--- src/rtl/spare_dac_serializer_if.sv ---
// Sample-word input and DAC pin bundle for spare_dac_serializer.
// Frame_Count/Overrun_Count exist only when SPARE_DAC_FRAME_CNT_EN is defined.
interface spare_dac_serializer_if;
    logic [11:0] Din;
    logic        Load;
    logic        DAC_CS_n;
    logic        DAC_SCLK;
    logic        DAC_SDI;
    logic        Busy;
    logic        Done;
    logic        Overrun;
`ifdef SPARE_DAC_FRAME_CNT_EN
    logic [15:0] Frame_Count;
    logic [7:0]  Overrun_Count;

    modport master (
        output Din, Load,
        input  DAC_CS_n, DAC_SCLK, DAC_SDI, Busy, Done, Overrun, Frame_Count, Overrun_Count
    );
    modport slave (
        input  Din, Load,
        output DAC_CS_n, DAC_SCLK, DAC_SDI, Busy, Done, Overrun, Frame_Count, Overrun_Count
    );
`else
    modport master (
        output Din, Load,
        input  DAC_CS_n, DAC_SCLK, DAC_SDI, Busy, Done, Overrun
    );
    modport slave (
        input  Din, Load,
        output DAC_CS_n, DAC_SCLK, DAC_SDI, Busy, Done, Overrun
    );
`endif
endinterface

--- src/rtl/spare_dac_serializer.sv ---
// Frames 12-bit spare-path words as 16-bit {CMD_BITS, data} SPI transfers with a one-deep pending slot.
// Optional frame/overrun counters are enabled by defining SPARE_DAC_FRAME_CNT_EN.
module spare_dac_serializer #(
    parameter int unsigned CLK_DIV  = 2,
    parameter logic [3:0]  CMD_BITS = 4'b0011
) (
    input logic                   Clock,
    input logic                   Reset,
    spare_dac_serializer_if.slave dac
);
    typedef enum logic [1:0] {IDLE, SETUP, SHIFT, HOLD} state_t;

    localparam logic [7:0] TICK_MAX = 8'(CLK_DIV - 1);

    state_t      state_reg, state_next;
    logic [7:0]  tick_reg, tick_next;
    logic [3:0]  bit_reg, bit_next;
    logic [15:0] shift_reg, shift_next;
    logic        sclk_reg, sclk_next;
    logic        cs_n_reg, cs_n_next;
    logic        sdi_reg, sdi_next;
    logic [11:0] pend_reg, pend_next;
    logic        pend_valid_reg, pend_valid_next;
    logic        busy_reg, busy_next;
    logic        done_reg, done_next;
    logic        overrun_reg, overrun_next;

    logic        tick;
    logic        launch;
    logic        consume_pend;
    logic        take_din;
    logic [11:0] launch_word;

    always_comb begin
        state_next      = state_reg;
        tick_next       = tick_reg;
        bit_next        = bit_reg;
        shift_next      = shift_reg;
        sclk_next       = sclk_reg;
        cs_n_next       = cs_n_reg;
        sdi_next        = sdi_reg;
        pend_next       = pend_reg;
        pend_valid_next = pend_valid_reg;
        done_next       = 1'b0;
        overrun_next    = 1'b0;
        busy_next       = 1'b0;
        launch          = 1'b0;
        consume_pend    = 1'b0;
        take_din        = 1'b0;
        launch_word     = dac.Din;
        tick            = (tick_reg == TICK_MAX);

        if (state_reg == IDLE)
            tick_next = 8'd0;
        else
            tick_next = tick ? 8'd0 : tick_reg + 8'd1;

        case (state_reg)
            IDLE: begin
                if (dac.Load) begin
                    launch   = 1'b1;
                    take_din = 1'b1;
                end
            end
            SETUP: begin
                if (tick)
                    state_next = SHIFT;
            end
            SHIFT: begin
                if (tick) begin
                    if (!sclk_reg) begin
                        sclk_next = 1'b1;
                    end else begin
                        sclk_next = 1'b0;
                        if (bit_reg == 4'd15) begin
                            state_next = HOLD;
                            cs_n_next  = 1'b1;
                            sdi_next   = 1'b0;
                            done_next  = 1'b1;
                            bit_next   = 4'd0;
                        end else begin
                            shift_next = {shift_reg[14:0], 1'b0};
                            sdi_next   = shift_reg[14];
                            bit_next   = bit_reg + 4'd1;
                        end
                    end
                end
            end
            HOLD: begin
                // bit_reg doubles as the deselect tick counter: two ticks of CS_n high
                if (tick) begin
                    if (bit_reg == 4'd1) begin
                        bit_next = 4'd0;
                        if (pend_valid_reg) begin
                            launch       = 1'b1;
                            consume_pend = 1'b1;
                            launch_word  = pend_reg;
                        end else if (dac.Load) begin
                            launch   = 1'b1;
                            take_din = 1'b1;
                        end else begin
                            state_next = IDLE;
                        end
                    end else begin
                        bit_next = bit_reg + 4'd1;
                    end
                end
            end
            default: state_next = IDLE;
        endcase

        if (launch) begin
            state_next = SETUP;
            shift_next = {CMD_BITS, launch_word};
            cs_n_next  = 1'b0;
            sdi_next   = CMD_BITS[3];
            bit_next   = 4'd0;
        end

        if (consume_pend)
            pend_valid_next = 1'b0;

        // A strobe that is not starting a frame directly lands in the pending slot
        if (dac.Load && !take_din) begin
            pend_next       = dac.Din;
            pend_valid_next = 1'b1;
            overrun_next    = pend_valid_reg && !consume_pend;
        end

        busy_next = (state_next != IDLE) || pend_valid_next;
    end

    always_ff @(posedge Clock) begin
        if (Reset) begin
            state_reg      <= IDLE;
            tick_reg       <= 8'd0;
            bit_reg        <= 4'd0;
            shift_reg      <= 16'd0;
            sclk_reg       <= 1'b0;
            cs_n_reg       <= 1'b1;
            sdi_reg        <= 1'b0;
            pend_reg       <= 12'd0;
            pend_valid_reg <= 1'b0;
            busy_reg       <= 1'b0;
            done_reg       <= 1'b0;
            overrun_reg    <= 1'b0;
        end else begin
            state_reg      <= state_next;
            tick_reg       <= tick_next;
            bit_reg        <= bit_next;
            shift_reg      <= shift_next;
            sclk_reg       <= sclk_next;
            cs_n_reg       <= cs_n_next;
            sdi_reg        <= sdi_next;
            pend_reg       <= pend_next;
            pend_valid_reg <= pend_valid_next;
            busy_reg       <= busy_next;
            done_reg       <= done_next;
            overrun_reg    <= overrun_next;
        end
    end

    assign dac.DAC_CS_n = cs_n_reg;
    assign dac.DAC_SCLK = sclk_reg;
    assign dac.DAC_SDI  = sdi_reg;
    assign dac.Busy     = busy_reg;
    assign dac.Done     = done_reg;
    assign dac.Overrun  = overrun_reg;

`ifdef SPARE_DAC_FRAME_CNT_EN
    logic [15:0] frame_cnt_reg;
    logic [7:0]  overrun_cnt_reg;

    always_ff @(posedge Clock) begin
        if (Reset) begin
            frame_cnt_reg   <= 16'd0;
            overrun_cnt_reg <= 8'd0;
        end else begin
            if (done_reg)
                frame_cnt_reg <= frame_cnt_reg + 16'd1;
            if (overrun_reg && (overrun_cnt_reg != 8'hFF))
                overrun_cnt_reg <= overrun_cnt_reg + 8'd1;
        end
    end

    assign dac.Frame_Count   = frame_cnt_reg;
    assign dac.Overrun_Count = overrun_cnt_reg;
`endif
endmodule

--- src/flat_wrapper.sv ---
// flat-port wrapper written by rule: the top's interface ports become plain ports
module spare_dac_serializer_flat 
#(
    parameter int unsigned CLK_DIV  = 2,
    parameter logic [3:0]  CMD_BITS = 4'b0011
)
  (Clock, Reset, dac_Din, dac_Load, dac_DAC_CS_n, dac_DAC_SCLK, dac_DAC_SDI, dac_Busy, dac_Done, dac_Overrun);
  spare_dac_serializer_if dac_i ();
  input logic Clock;
  input logic Reset;
  input wire logic [$bits(dac_i.Din)-1:0] dac_Din;
  input wire logic [$bits(dac_i.Load)-1:0] dac_Load;
  output wire logic [$bits(dac_i.DAC_CS_n)-1:0] dac_DAC_CS_n;
  output wire logic [$bits(dac_i.DAC_SCLK)-1:0] dac_DAC_SCLK;
  output wire logic [$bits(dac_i.DAC_SDI)-1:0] dac_DAC_SDI;
  output wire logic [$bits(dac_i.Busy)-1:0] dac_Busy;
  output wire logic [$bits(dac_i.Done)-1:0] dac_Done;
  output wire logic [$bits(dac_i.Overrun)-1:0] dac_Overrun;
  assign dac_i.Din = dac_Din;
  assign dac_i.Load = dac_Load;
  assign dac_DAC_CS_n = dac_i.DAC_CS_n;
  assign dac_DAC_SCLK = dac_i.DAC_SCLK;
  assign dac_DAC_SDI = dac_i.DAC_SDI;
  assign dac_Busy = dac_i.Busy;
  assign dac_Done = dac_i.Done;
  assign dac_Overrun = dac_i.Overrun;
  spare_dac_serializer #(.CLK_DIV(CLK_DIV), .CMD_BITS(CMD_BITS)) u_core (.Clock(Clock), .Reset(Reset), .dac(dac_i));
endmodule
--- config.mk ---
export PLATFORM = sky130hd
export DESIGN_NAME = spare_dac_serializer_flat
export DESIGN_NICKNAME = d
export VERILOG_FILES = /design/src/rtl/spare_dac_serializer_if.sv /design/src/rtl/spare_dac_serializer.sv /design/src/flat_wrapper.sv
export SDC_FILE = /design/constraint.sdc
export NUM_CORES = 1
export LEC_CHECK = 0
export ABC_AREA = 1
export CAP_MARGIN = 15
export CORE_ASPECT_RATIO = 0.7
export CORE_MARGIN = 2
export CORE_UTILIZATION = 52
export CTS_BUF_LIST = sky130_fd_sc_hd__clkbuf_4 sky130_fd_sc_hd__clkbuf_8 sky130_fd_sc_hd__clkbuf_16
export DETAILED_ROUTE_END_ITERATION = 7
export PLACE_DENSITY = 0.76
export SLEW_MARGIN = 5
export SYNTH_ARGS = -nofsm -noshare
export SYNTH_HDL_FRONTEND = slang
export SYNTH_SLANG_ARGS = --single-unit
--- constraint.sdc ---
create_clock -name Clock -period 2 [get_ports Clock]
set_clock_uncertainty 0.2 [all_clocks]
set_input_delay 0.2 -clock Clock [delete_from_list [all_inputs] [get_ports Clock]]
set_output_delay 0.2 -clock Clock [all_outputs]
set_load 0.05 [all_outputs]
==> results.md, run 1 <==
* Lkg Pwr at 1.35 nW
* Gpl congestion at 0.900
* GRT overflow at 0
* Initial DRC count at 116
* Mapped Nets at 364
* R2r setup slk at 0.09 ns
* Finished Core Util at 0.650
* Synth Instances at 340
* Placed cells at 417
* Drt wl/cell at 11.9 microns
* Sw power at 0.610 mW
* Clock share of power at 0.289
* Fill cells at 405
* Synth Register Bits at 48
* Dpl hpwl at 3.59 mm
* Sequential Power Share at 0.502
* Kind of critical path: register to register
* Setup crit end kind: register
* Post-route clock period utilization at 0.957
* Hold Crit Class: register to register
* Hold Crit Depth at 2
* Share of cells above drive strength 1 at 0.183
* Diodes inserted at 0
* Dpl ws at 0.0851 ns
* Synth unique cells at 38
* Num CTS Buffers at 5
* Startpoint Class: register
* Max IR drop VDD at 0.448 mV
* Clock sink total at 48
* Reg2Reg Launch Point: u_core.bit_reg[1]
* Clk root buf: clkbuf_8
* CTS max path bufs at 2
* Synth top area cells: dfxtp_1 38%, nand2_1 8.2%, nor2_1 7.6%
* GR peak layer: met2
* Reg2reg path depth at 11
* Area Growth Syn to Fin at 22.1%
* Mapped cell area at 2500 sq um
* Internal power at 1.52 mW
* Placed instance area at 2800 sq um
* Port buffer count at 20
* Post-layout net count at 401
* Die height at 62.1 microns
* Num rows at 21
* Hold-fix buffers at CTS at 0
* Critical hold path startpoint: u_core.dac.DAC_SDI
* Synth Area per Inst at 7.37 sq um
* Synthesis Warnings at 0
* Max-cap violation count at 0
* Relative slew slack at 0.665
* Vias in the first global route at 1781
* GR Layer Usage met3 at 0.0396
* Final worst slack at 0.0853 ns
* Crit path arrival time at 1.95 ns
* Cell taking the most area after synthesis: dfxtp_1
* First-pass GRT wire length at 7.87 mm
* Combinational Power Share at 0.210
* GR Util met2 at 0.282
* # DRC at 0
* Final Hold Fails at 0
* Yosys top cell area share at 0.384
* Max-slew violation count at 0
* Final std cells w/o fill at 435
* Crit Path Max Fanout at 18
* CTS tree: yes
* Drt total wl at 5.16 mm
* DR pass1 iterations at 4
* Vias/cell at 5.03
* Via count at 2189
* F_max at 0.522 GHz
* RR Endpoint: u_core.shift_reg[1]
* Status: finished, final reports clean
* Cell area power density at 697 nW/um^2
* Gr usage total at 0.188
* Sw Share at 0.286
* GRT met1 Usage at 0.275
* H-tree levels at 2
* Fin area at 3060 sq um
* Latest clock arrival within the worst-skew pair at 0.30 ns
* Hold Slack at 0.270 ns
* Crit path required time at 2.03 ns
* Register area share after synthesis at 0.384
* Largest net degree at the start of global routing at 28
* Die width at 87.0 microns
* Destination of the worst hold path: u_core.dac.DAC_SDI
* IO Pins at 21
* Die area at 5400 sq um
* Antenna violations before repair at 0
* Worst-Margin Slew at 0.500 ns
* Clock transition at path regs at 0.09 ns
* Core outline area at 4700 sq um
* Initial Util at 0.533
* Endpoints failing setup at 0
* Final ANT Viol Nets at 0
* Tmin final at 1.91 ns
* Number of flip-flops in the largest register at 15
[metal layers]
metal / vias to the layer above / share of wire
met5: - / 0
met1: 971 / 0.54
met4: 0 / 0.0056
met2: 43 / 0.41
met3: 4 / 0.043
li1: 1171 / -
[critical path, cell delays in order, from the launching register on]
cell,delay [ns]
dfxtp_2,0.38
inv_1,0.05
ha_1,0.18
nand2_1,0.13
nor2_4,0.05
buf_4,0.15
nand2_4,0.08
nand2_2,0.06
nand3_4,0.09
buf_6,0.17
o21ai_0,0.14
a21oi_1,0.16
[how the worst max path moves through the flow]
stage	from	endpoint	slack, ns	cells past startpoint
after floorplan	u_core.state_reg[0]	u_core.pend_reg[10]	0.18	11
after global placement	u_core.tick_reg[1]	u_core.shift_reg[1]	0.08	10
after detailed placement	u_core.state_reg[0]	u_core.shift_reg[3]	0.09	8
after CTS	u_core.state_reg[0]	u_core.shift_reg[3]	0.07	8
after global routing	u_core.state_reg[0]	u_core.shift_reg[2]	-0.03	8
final	u_core.bit_reg[1]	u_core.shift_reg[1]	0.09	11
[synth_stat cells]
library cell / count
a21oi_1: 13
a21oi_2: 5
a21oi_4: 1
a31o_2: 1
a31oi_1: 2
and2_1: 1
buf_2: 3
buf_4: 1
buf_6: 5
clkbuf_1: 3
clkbuf_2: 1
dfxtp_1: 48
ha_1: 9
inv_1: 50
inv_4: 1
mux2i_1: 1
nand2_1: 55
nand2_2: 1
nand2_4: 3
nand3_1: 18
nand3_2: 5
nand3_4: 1
nand4_1: 3
nor2_1: 51
nor2_2: 1
nor2_4: 1
nor3_1: 3
nor3b_1: 3
o211ai_1: 13
o211ai_2: 1
o21a_1: 1
o21ai_0: 21
o21ai_1: 7
o21bai_1: 1
o22ai_1: 1
or2_2: 1
or3_1: 1
xor2_1: 3
[cells in the final DEF (no fill, tap or decap), types with 3 or more instances in the layout]
cell type | Yosys | routed
o21ai_1 | 7 | 7
nand2_4 | 3 | 4
nand2_1 | 55 | 52
dfxtp_1 | 48 | 43
a21oi_2 | 5 | 5
nand4_1 | 3 | 3
a21oi_1 | 13 | 13
o21ai_0 | 21 | 21
ha_1 | 9 | 8
nand3_2 | 5 | 6
buf_4 | 1 | 17
clkbuf_8 | 0 | 6
nor2_1 | 51 | 46
clkdlybuf4s50_1 | 0 | 20
inv_1 | 50 | 49
nand2_2 | 1 | 3
dfxtp_2 | 0 | 5
clkinvlp_4 | 0 | 3
nand3_1 | 18 | 17
xor2_1 | 3 | 3
buf_12 | 0 | 3
nor3b_1 | 3 | 3
nor2_2 | 1 | 5
o211ai_1 | 13 | 13
nor3_1 | 3 | 3
[cell type report]
class	count	area, sq um	share of cell area
inverters	51	198	0.0646
clock inverters	1	7.51	0.00245
clock buffers	7	90.1	0.0295
flip-flops and latches	48	967	0.316
repair buffers	42	424	0.139
well taps	57	71.3	0.0233
multi-input cells	228	1290	0.423
repair inverters	1	7.51	0.00245
[logic make-up after synthesis]
kind of cell	Yosys count	synth area share
simple gates	148	0.275
compound gates	67	0.167
buf+inv	64	0.115
flops	48	0.384
fa+ha+maj	9	0.0450
xor+xnor	3	0.0105
mux	1	0.00400
[power groups by stage]
stage	Sequential (mW)	Combinational (mW)	Clock [mW]
3_5_place_dp	1.09	0.393	0
5_1_grt	1.08	0.501	0.670
2_1_floorplan	1.10	0.261	0
3_3_place_gp	1.08	0.388	0
6_report	1.07	0.447	0.615
4_1_cts	1.06	0.394	0.628
[metrics by stage]
stage	power [mW]	setup TNS (ns)
final	2.13	0
after CTS	2.09	0
after floorplan	1.36	0
after detailed placement	1.48	0
after global routing	2.25	-0.0588
after global placement	1.47	0
[timing repair]
action,4_1_cts,5_1_grt
setup buffers,0,8
endpoints found under the setup margin,0,30
gates resized for setup,0,20
Power figures use the tool's default switching activity.
==> inputs of run 2 (changes only) <==
==> constraint.sdc (replaced) <==
create_clock -name Clock -period 2 [get_ports Clock]
set_clock_uncertainty 0.2 [all_clocks]
set_input_delay 0.4 -clock Clock [delete_from_list [all_inputs] [get_ports Clock]]
set_output_delay 0.4 -clock Clock [all_outputs]
set_load 0.05 [all_outputs]
==> results.md, run 2 (synthesized netlist as in run 1, its figures left out) <==
* Status: finished, final reports clean
* CTS max path bufs at 2
* Number of flip-flops in the largest register at 15
* Cell area power density at 699 nW/um^2
* Dpl ws at -0.000943 ns
* Internal power at 1.44 mW
* Drt wl/cell at 11.8 microns
* GRT overflow at 0
* Area Growth Syn to Fin at 16.9%
* Tmin final at 1.90 ns
* Max IR drop VDD at 0.383 mV
* Port buffer count at 20
* Die width at 87.0 microns
* Max-slew violation count at 0
* Initial Util at 0.533
* Gpl congestion at 0.880
* Largest net degree at the start of global routing at 28
* GRT met1 Usage at 0.274
* Clock share of power at 0.276
* GR Util met2 at 0.298
* Setup crit end kind: register
* Dpl hpwl at 3.58 mm
* Most frequent cells in the layout: 53 x nand2_1, 50 x nor2_1, 49 x inv_1
* Via count at 2172
* Sw power at 0.609 mW
* Lkg Pwr at 1.30 nW
* Kind of critical path: register to register
* Clock transition at path regs at 0.09 ns
* Antenna violations before repair at 0
* Num CTS Buffers at 5
* Startpoint Class: register
* Share of cells above drive strength 1 at 0.160
* Hold-fix buffers at CTS at 0
* Hold Crit Class: register to register
* Endpoints failing setup at 0
* GR Layer Usage met3 at 0.0476
* CTS tree: yes
* Diodes inserted at 0
* Final Hold Fails at 0
* Clk root buf: clkbuf_8
* Relative slew slack at 0.784
* DR pass1 iterations at 4
* Commonest non-fill, non-tap cell in the layout: nand2_1
* F_max at 0.526 GHz
* # DRC at 0
* Crit Path Max Fanout at 8
* Max-cap violation count at 0
* Core outline area at 4700 sq um
* Vias/cell at 5.10
* Num rows at 21
* Worst-Margin Slew at 0.323 ns
* Vias in the first global route at 1815
* IO Pins at 21
* Crit path required time at 2.04 ns
* H-tree levels at 2
* Latest clock arrival within the worst-skew pair at 0.31 ns
* Die area at 5400 sq um
* Die height at 62.1 microns
* GR peak layer: met2
* Crit path arrival time at 1.94 ns
* Sw Share at 0.297
* Final ANT Viol Nets at 0
* Post-route clock period utilization at 0.951
* Clock sink total at 48
* Initial DRC count at 70
* Combinational Power Share at 0.202
* Final worst slack at 0.0990 ns
* Tot Pwr at 2.05 mW
* Drt total wl at 5.02 mm
* Post-layout net count at 393
* Gr usage total at 0.195
* Sequential Power Share at 0.521
* First-pass GRT wire length at 8.16 mm
[run 2: cell count changes in the layout (fill, tap and decap cells not counted), sizes merged]
cell and change:
buf -1, clkinv +1, clkbuf -3, clkdlybuf4s50 -6
[run 2: area by class of cell]
| cell class | count | area [sq um] |
|---|---|---|
| clock buffer | 5 | 68.8 |
| clock inverter | 2 | 12.5 |
| multi-input combinational | 228 | 1290 |
| inverter | 51 | 198 |
| sequential | 48 | 965 |
| fill | 412 | 1770 |
| tap | 57 | 71.3 |
| timing repair inverter | 1 | 7.51 |
| timing repair buffer | 34 | 319 |
[run 2: layer usage]
| layer | routed length [microns] | vias to the layer above |
|---|---|---|
| met5 | 0 | - |
| li1 | - | 1155 |
| met2 | 2150 | 44 |
| met4 | 59 | 0 |
| met1 | 2590 | 966 |
| met3 | 219 | 7 |
[run 2: final timing paths]
kind	from	to	slack, ns	cells past startpoint
min reg2reg	u_core.dac.DAC_SDI	u_core.dac.DAC_SDI	0.27	2
min	u_core.dac.DAC_SDI	u_core.dac.DAC_SDI	0.27	2
max reg2reg	u_core.bit_reg[1]	u_core.shift_reg[9]	0.1	12
max	u_core.bit_reg[1]	u_core.shift_reg[9]	0.1	12
[run 2: stage by stage]
step	TNS (ns)	std cells	util	hold slack (ns)	area, sq um
6_report	0	426	0.623	0.268	2930
3_5_place_dp	-0.000943	417	0.593	0.261	2790
2_1_floorplan	0	340	-	0.233	2500
3_3_place_gp	0	417	0.593	0.254	2790
4_1_cts	0	424	0.610	0.275	2870
5_1_grt	-0.0807	426	0.623	0.295	2930
[run 2: timing repair]
action	4_1_cts	5_1_grt
resized for setup	0	17
setup endpoints to repair	0	29
setup buffers	0	1
[run 2: power groups by stage]
stage / Clock [mW] / Sequential (mW) / Combinational (mW)
floorplan: 0 / 1.10 / 0.261
global placement: 0 / 1.08 / 0.391
detailed placement: 0 / 1.09 / 0.398
CTS: 0.574 / 1.07 / 0.399
global route: 0.615 / 1.08 / 0.465
finish: 0.566 / 1.07 / 0.414
[run 2: critical path: stages, from the launching register on]
cell and delay [ns]:
dfxtp_2 0.35, inv_1 0.06, ha_2 0.18, nand2_2 0.08, nor2_4 0.15, buf_4 0.14
nand2_4 0.06, nand2_2 0.08, nand3_4 0.10, buf_4 0.19, nand3_2 0.06, nand2_1 0.07
a21oi_2 0.11
==> inputs of run 3 (changes only) <==
==> constraint.sdc (replaced) <==
create_clock -name Clock -period 2 [get_ports Clock]
set_clock_uncertainty 0.2 [all_clocks]
set_input_delay 0.6 -clock Clock [delete_from_list [all_inputs] [get_ports Clock]]
set_output_delay 0.6 -clock Clock [all_outputs]
set_load 0.05 [all_outputs]
==> results.md, run 3 (synthesized netlist as in run 1, its figures left out) <==
* Status: finished, final reports clean
* Die width at 87.0 microns
* RSZ-0062 raised after global routing: no
* Gr usage total at 0.197
* Die area at 5400 sq um
* First-pass GRT wire length at 8.27 mm
* Clk root buf: clkbuf_8
* Worst-Margin Slew at 0.344 ns
* Hold Crit Class: register to register
* Drt total wl at 4.95 mm
* Maximum single-stage delay on the critical path at 0.50 ns
* IO Pins at 21
* Diodes inserted at 0
* Vias/cell at 4.93
* Max-cap violation count at 0
* Clock transition at path regs at 0.08 ns
* Num CTS Buffers at 5
* Max-slew violation count at 0
* Largest net degree at the start of global routing at 28
* CP cell instances: clkdlybuf4s50_1 > nor2_1 > inv_1 > nand2_1 > a21oi_4 > buf_12 > o211ai_1 > a21oi_2
* Clock sink total at 48
* GRT overflow at 0
* Fin area at 2990 sq um
* Share of cells above drive strength 1 at 0.154
* Tot Pwr at 2.05 mW
* Vias in the first global route at 1878
* Startpoint Class: input pin
* Drt wl/cell at 11.6 microns
* Crit path max-delay cell type: clkdlybuf4s50_1
* Reg2reg path depth at 11
* Final ANT Viol Nets at 0
* Crit path required time at 2.03 ns
* Final Hold Fails at 0
* Die height at 62.1 microns
* Endpoints failing setup at 0
* # DRC at 0
* F_max at 0.525 GHz
* Dpl hpwl at 3.63 mm
* Num rows at 21
* Initial Util at 0.533
* Kind of critical path: input pin to register
* Crit path arrival time at 1.94 ns
* CTS max path bufs at 2
* Number of flip-flops in the largest register at 15
* Critical Path End: u_core.shift_reg[6]
* Via count at 2107
* Latest clock arrival within the worst-skew pair at 0.29 ns
* Relative slew slack at 0.770
* H-tree levels at 2
* R2r setup slk at 0.15 ns
* Setup crit end kind: register
* RR Endpoint: u_core.shift_reg[5]
* Port buffer count at 20
* CTS tree: yes
* Post-route clock period utilization at 0.952
* Cell area power density at 684 nW/um^2
* Reg2Reg Launch Point: u_core.bit_reg[1]
* Lkg Pwr at 1.34 nW
* DR pass1 iterations at 4
* Tmin final at 1.90 ns
* Core outline area at 4700 sq um
* Initial DRC count at 122
* Area Growth Syn to Fin at 19.3%
* Gpl congestion at 0.853
* Most frequent cells in the layout: 55 x nand2_1, 50 x nor2_1, 49 x inv_1
* Crit Path Max Fanout at 13
* Placed instance area at 2890 sq um
* Post-layout net count at 394
* Worst setup path startpoint: dac_Load
* Max IR drop VDD at 0.442 mV
* Antenna violations before repair at 0
* Commonest non-fill, non-tap cell in the layout: nand2_1
==> run 3: changes by cell type in the layout (fill, tap and decap cells not counted), sizes merged <==
cell	before	now
inv	50	51
clkinvlp	3	0
clkbuf	5	6
buf	20	22
==> run 3: final cells by class <==
cell class / instances / area [sq um]
flip-flops and latches: 48 / 966
multi-input cells: 228 / 1270
repair buffers: 36 / 405
clock inverters: 1 / 5.00
fillers: 395 / 1710
inverters: 51 / 194
clock buffers: 6 / 76.3
well taps: 57 / 71.3
==> run 3: where the power goes <==
part	internal [mW]	total, mW	switching, mW	leakage [nW]
logic	0.189	0.421	0.232	0.902
registers	1.03	1.07	0.0420	0.393
clock network	0.252	0.553	0.302	0.0445
total	1.47	2.05	0.576	1.34
==> run 3: per-stage QoR <==
step	setup TNS, ns	worst slack, ns	hold WS, ns	util	std cells
CTS	0	0.0394	0.267	0.631	427
floorplan	0	0.184	0.233	-	340
global placement	-1.99	-0.136	0.250	0.614	420
finish	0	0.0959	0.240	0.636	427
detailed placement	-2.69	-0.197	0.254	0.614	420
global route	0	0.0114	0.267	0.636	427
==> run 3: worst max-delay path: cells and delay by family <==
| kind | cells | cell delay [ns] |
|---|---|---|
| AOI/OAI and AO/OA | 3 | 0.39 |
| buffers and inverters | 3 | 0.76 |
| and+or+nand+nor | 2 | 0.17 |
==> run 3: worst min-delay path by stage <==
stage | cells past startpoint | slack (ns) | start | endpoint
5_1_grt | 1 | 0.27 | u_core.tick_reg[0] | u_core.tick_reg[0]
3_5_place_dp | 2 | 0.25 | u_core.shift_reg[14] | u_core.shift_reg[14]
3_3_place_gp | 1 | 0.25 | u_core.tick_reg[0] | u_core.tick_reg[0]
4_1_cts | 2 | 0.27 | u_core.shift_reg[14] | u_core.shift_reg[14]
6_report | 1 | 0.24 | u_core.tick_reg[0] | u_core.tick_reg[0]
2_1_floorplan | 1 | 0.23 | u_core.tick_reg[0] | u_core.tick_reg[0]
==> run 3: timing repair <==
| item | CTS | global route |
|---|---|---|
| endpoints found under the setup margin | 0 | 24 |
| buffers inserted | 0 | 0 |
| gates resized for setup | 0 | 12 |
| hold buffers | 0 | 0 |
| endpoints found under the hold margin | 0 | 0 |
==> run 3: routing by layer <==
| metal | GRT usage | wire length, microns | up-vias |
|---|---|---|---|
| li1 | - | - | 1148 |
| met1 | 0.280 | 2730 | 925 |
| met2 | 0.306 | 2030 | 32 |
| met3 | 0.0449 | 158 | 2 |
| met4 | 0.0469 | 28 | 0 |
| met5 | 0 | 0 | - |
